`config.mk`:
```
export PLATFORM = sky130hd
export DESIGN_NAME = reset_seq_ctrl
export DESIGN_NICKNAME = d
export VERILOG_FILES = /design/src/rtl/reset_seq_ctrl.sv
export SDC_FILE = /design/constraint.sdc
export NUM_CORES = 1
export LEC_CHECK = 0
export ABC_AREA = 1
export BUFFER_PORTS_ARGS = -buffer_cell sky130_fd_sc_hd__buf_2
export CORE_ASPECT_RATIO = 0.9
export CORE_UTILIZATION = 59
export CTS_BUF_LIST = sky130_fd_sc_hd__clkbuf_8
export CTS_CLUSTER_DIAMETER = 50
export DETAILED_ROUTE_END_ITERATION = 10
export PLACE_DENSITY = 0.77
export SLEW_MARGIN = 20
export SYNTH_ARGS = -nofsm -noshare
export SYNTH_HDL_FRONTEND = slang
export SYNTH_SLANG_ARGS = --single-unit
```
`constraint.sdc`:
```
create_clock -name clk -period 1.69 [get_ports clk]
set_input_delay 0.0845 -clock clk [delete_from_list [all_inputs] [get_ports clk]]
set_output_delay 0.0845 -clock clk [all_outputs]
set_load 0.005 [all_outputs]
```
`src/rtl/reset_seq_ctrl.sv`:
```
// Staged reset sequencer: async assert, synchronized release, core first then CPU, plus soft reset.
// core_rst_n rises SYNC_STAGES+CORE_HOLD edges after release; cpu_rst_n CPU_DELAY+1 edges later when gated open.
module reset_seq_ctrl #(
    parameter int SYNC_STAGES = 2,
    parameter int CORE_HOLD   = 16,
    parameter int CPU_DELAY   = 8,
    parameter int SOFT_PULSE  = 4,
    parameter int CNT_W       = 8
) (
    input  logic       clk,
    input  logic       s_rst_n,
    input  logic       reg_cpreg_cpu_rst_n,
    input  logic       soft_rst_req,
    output logic       core_rst_n,
    output logic       cpu_rst_n,
    output logic       rst_done,
    output logic [2:0] rst_state
);

    typedef enum logic [2:0] {
        HOLD     = 3'd0,
        CORE_UP  = 3'd1,
        CPU_WAIT = 3'd2,
        RUN      = 3'd3,
        SOFT     = 3'd4
    } state_t;

    localparam logic [CNT_W-1:0] HOLD_LAST = CNT_W'(CORE_HOLD - 1);
    localparam logic [CNT_W-1:0] CPU_LAST  = CNT_W'(CPU_DELAY - 1);
    localparam logic [CNT_W-1:0] SOFT_LAST = CNT_W'(SOFT_PULSE - 1);

    state_t                 state_q, state_d;
    logic [CNT_W-1:0]       cnt_q, cnt_d;
    logic [SYNC_STAGES-1:0] sync_q;
    logic                   core_rst_n_q, core_rst_n_d;
    logic                   cpu_rst_n_q, cpu_rst_n_d;
    logic                   rst_done_q, rst_done_d;
    logic                   sync_rel;

    assign sync_rel = sync_q[SYNC_STAGES-1];

    always_ff @(posedge clk or negedge s_rst_n) begin
        if (!s_rst_n) begin
            sync_q <= '0;
        end else begin
            sync_q <= {sync_q[SYNC_STAGES-2:0], 1'b1};
        end
    end

    // The counter is cleared on every state change, so each stage counts from zero.
    always_comb begin
        state_d = state_q;
        cnt_d   = '0;
        case (state_q)
            HOLD: begin
                if (sync_rel) begin
                    if (cnt_q == HOLD_LAST) state_d = CORE_UP;
                    else                    cnt_d   = cnt_q + CNT_W'(1);
                end
            end
            CORE_UP: begin
                if (soft_rst_req)           state_d = SOFT;
                else if (cnt_q == CPU_LAST) state_d = CPU_WAIT;
                else                        cnt_d   = cnt_q + CNT_W'(1);
            end
            CPU_WAIT: begin
                if (soft_rst_req)             state_d = SOFT;
                else if (reg_cpreg_cpu_rst_n) state_d = RUN;
            end
            RUN: begin
                if (soft_rst_req)              state_d = SOFT;
                else if (!reg_cpreg_cpu_rst_n) state_d = CPU_WAIT;
            end
            SOFT: begin
                if (cnt_q == SOFT_LAST) state_d = HOLD;
                else                    cnt_d   = cnt_q + CNT_W'(1);
            end
            default: state_d = HOLD;
        endcase

        core_rst_n_d = (state_d == CORE_UP) || (state_d == CPU_WAIT) || (state_d == RUN);
        cpu_rst_n_d  = (state_d == RUN);
        rst_done_d   = (state_d == RUN);
    end

    always_ff @(posedge clk or negedge s_rst_n) begin
        if (!s_rst_n) begin
            state_q      <= HOLD;
            cnt_q        <= '0;
            core_rst_n_q <= 1'b0;
            cpu_rst_n_q  <= 1'b0;
            rst_done_q   <= 1'b0;
        end else begin
            state_q      <= state_d;
            cnt_q        <= cnt_d;
            core_rst_n_q <= core_rst_n_d;
            cpu_rst_n_q  <= cpu_rst_n_d;
            rst_done_q   <= rst_done_d;
        end
    end

    assign core_rst_n = core_rst_n_q;
    assign cpu_rst_n  = cpu_rst_n_q;
    assign rst_done   = rst_done_q;
    assign rst_state  = state_q;

endmodule

```
# Yosys cells after proc, flatten, opt, wreduce, memory -nomap -nowiden
# Cells that the tools add are included.
totals:
  register_bits: 15
  inputBits: 4
  output_inout_bits: 6
  word_cells: 35
op_classes:
  add_sub_neg: 1
  n_eq_ne: 10
  muxes: 16
  n_reduce_logical: 3
ops:
  columns: ["op", "count"]
  rows:
  - ["8-bit 2-to-1 mux", 5]
  - ["3-bit 2-to-1 mux", 9]
  - ["8-bit case mux with 3 select lines", 1]
  - ["3-bit case mux with 5 select lines", 1]
  - ["3-bit by 2-bit == test with 1-bit output (second input constant)", 4]
  - ["8-bit by 1-bit adder with 8-bit output (second input constant)", 1]
  - ["8-bit by 2-bit == test with 1-bit output (second input constant)", 1]
  - ["8-bit by 3-bit == test with 1-bit output (second input constant)", 1]
  - ["8-bit by 4-bit == test with 1-bit output (second input constant)", 1]
  - ["3-bit by 1-bit == test with 1-bit output (second input constant)", 2]
  - ["3-bit == test (second input constant)", 1]
  - ["3-bit zero test", 1]
  - ["1-bit logical OR", 2]

# Longest topological paths before layout
logic_depth:
  ltp_word: 7
  depth_mapped: 9

# Worst setup path after synthesis
# No wires, ideal clock.
synth_path:
  path_kind: "register to register"
  from: "register cnt_q[1]"
  to: "register cnt_q[4]"
  setup_time_ps: 119
  arrival_ps: 1085
  required_ps: 1571
  path_slack_ps: 486
  path_stages_with_launch: 9
  path_buffers: 0
  synth_period_minus_slack_ps: 1204
  cell_sequence: "dfrtp_1 > ha_1 > nand2_2 > nor2_4 > nand2_2 > nand2_2 > nor2_1 > nor2_1 > nand2_1"
synth_via:
  elab_chain_cells: 4
  elab_cells_between_ends: 10
synth_rtl:
  columns: ["element", "line", "text"]
  rows:
  - ["start: declaration", "33", "logic [CNT_W-1:0] cnt_q, cnt_d;"]
  - ["start signal: assignment", "95", "cnt_q <= cnt_d;"]
  - ["8-bit by 1-bit adder with 8-bit output, or another cell as far along", "58, 64, 76", null]
  - ["8-bit 2-to-1 mux (on tied branches)", "63, 57", null]
  - ["8-bit 2-to-1 mux (on tied branches)", "62, 56", null]
  - ["8-bit case mux with 3 select lines (*)", "54", "case (state_q)"]
  - ["named net cnt_d[4]", "33", null]
# The timed path passes the listed nets; every way through them passes the cells marked *.

# Final worst setup path
layout_path:
  from: "register cnt_q[1]"
  to: "register cnt_q[3]"
# Same word-level chain as after synthesis.

==> run metrics <==
status complete, no violations; GR Layer Usage met1 35.0%; Max Freq 709 MHz; Iter 0 DRT Violations 16; Post-synth EDFFs 0; Tmin final 1410 ps; die height 39.9 µm; HP Class in -> reg; Critical Path Fanout Max 6; worst vdd rail ir drop 0.000553 V; clock skew 3.68 ps; Worst-path clk slew 60 ps; Power Density 695 nW/µm²; Die W 44.1 µm; CP arrival 1560 ps; Area after DPL 987 µm²; asr flop ratio synth 100%; worst path required time 1840 ps; clk sink count 15; mean area per synthesized cell about 7.5 µm²; Clk Latency, worst-skew pair 260 ps; # H-tree levels 1; pin count of the biggest net entering global routing 16; area of the mapped netlist 942 µm²; RSZ-0062 raised after global routing no; full die area 1760 µm²; share of cells above drive strength 1 21.0%; DRC viols 0; ys flop type dfrtp_1; DRT Pass-1 Iters 4; Yosys reg bits 15; Post-Syn Instances 126; via/cell ratio 5.48; final setup fails 0; CTS root buf clkbuf_8; most frequent cell after synthesis inv_1; TritonCTS Buffers 3; hold slack 139 ps; number of diodes 0; P&R area growth vs syn 10.8%; Synth top area share 39.8%; Worst setup SP type register; Layout fillers 125; I/O pin cnt 10; Final #Nets 144; top cells by count, synth inv_1 (25), nand2_1 (21), nand3_1 (19); syn_nets 131; top post-synthesis cells by area dfrtp_1 (40%), nand3_1 (10%), inv_1 (10%); max cap viols 0; Util after Layout 71.3%; Crit Path Class reg -> reg; first-pass GRT wire length 3.16 mm; Max Slew Vio Count 0; Design Area, Final roughly 1000 µm²; DRT Wirelength 1.99 mm; post-route ant nets 0; DR WL/cell 13.0 µm; Initial Util 64.4%; Total GRT Usage about a quarter; vias in the first global route 707; endpoints failing hold 0; GP Congestion 0.844; core area 1460 µm²; crit path capture type register; postcts setup bufs 0; fin crit share 83.4%; Seq/Total Area, Yosys about two fifths; PortBufs 9; CTS tree done; GR Layer Usage met3 4.15%; Overflow after GRT 0; clk buf depth 2; antenna violations before repair 0; DPL Wire Length 1.46 mm; Pwr Total slightly above 0.0007 W; leakage 0.614 nW; Synth warnings 0; Via Count roughly 840; Netlist cell types 23; row cnt 13; met2 global-route usage 41.9%; Synth area leader dfrtp_1; gr busiest metal met2; setup_tns 0 ps
## per-layer routing
metal  routed length [µm]  up-vias  share of wire, %
met5                    0        -                 0
met4                   58        0               2.9
met3                   88        7               4.4
met2                  927       27                47
met1                  910      389                46
li1                     -      416                 -
## through the flow
| stage | setup slack (ps) | cells |
|---|---|---|
| finish | 280 | 153 |
| global route | 136 | 153 |
| CTS | 278 | 153 |
| detailed placement | 331 | 148 |
| global placement | 386 | 148 |
| floorplan | 486 | 126 |
## registers in the layout, summed over array words and instances (netlist names)
signal	cells
cnt_q	8
core_rst_n	1
sync_q	2
rst_done	1
rst_state	3
## cells in the final DEF (no fill, tap or decap)
master	Yosys	routed
nand2_1	21	21
o21ai_1	1	1
nand3_2	2	2
buf_2	0	9
nand3_1	19	19
clkinv_2	0	1
conb_1	1	1
dfrtp_1	15	15
nand2_4	1	1
ha_1	1	1
nor2_2	1	1
nor2_4	3	3
o21ai_2	1	1
clkinv_1	3	3
xor2_1	2	2
nor2_1	10	10
a21oi_1	1	1
clkbuf_8	0	3
nand4_1	8	8
inv_1	25	25
o31ai_1	1	1
nand2_2	6	6
dlygate4sd3_1	0	1
inv_2	1	1
clkinv_4	1	1
## worst max-delay path, stage by stage, from the launching register on
cell and delay, ps:
dfrtp_1 360, ha_1 300, nand3_1 160, o21ai_1 210, nand3_2 140, nand2_1 90, inv_1 40
## worst paths after layout
| check | from | to | slack [ps] | depth (start not counted) |
|---|---|---|---|---|
| max in group asynchronous | s_rst_n | rst_done | 1170 | 2 |
| worst max-delay path | cnt_q[1] | cnt_q[3] | 280 | 6 |
| worst min register to register | sync_q[0] | sync_q[1] | 350 | 0 |
| worst min-delay path | soft_rst_req | rst_state[1] | 140 | 4 |
| min in group asynchronous | s_rst_n | cnt_q[1] | 260 | 2 |
| worst max register to register | cnt_q[1] | cnt_q[3] | 280 | 6 |
## kinds of logic (layout without fill, tap and decap cells)
logic type      after synthesis  in the layout  share of synthesized area (%)
compound gates                4              4                           2.79
xor+xnor                      2              2                           1.86
fa+ha+maj                     1              1                           1.33
buf+inv                      32             44                           14.5
flops                        15             15                           39.8
other cells                   1              1                          0.398
simple gates                 71             71                           39.3
## report_power, final
part	switching (W)	total (W)	internal [W]
clock network	0.000136	0.000300	0.000164
registers	0.00000806	0.000375	0.000367
logic	0.0000333	0.0000498	0.0000164
total	0.000178	0.000725	0.000548
## final cells by class
cell class,count,area [µm²],area share (%)
tap,15,18.8,1.80
inverter,30,118,11.3
timing repair buffer,10,55.1,5.28
multi-input combinational,79,430,41.2
clock inverter,1,5.00,0.480
sequential,15,375,36.0
clock buffer,3,41.3,3.96
## repair_timing
action | 4_1_cts | 5_1_grt
resized for setup | 0 | 0
hold endpoints to repair | 15 | 0
hold buffers | 1 | 0
(Power assumes the default switching activity.)
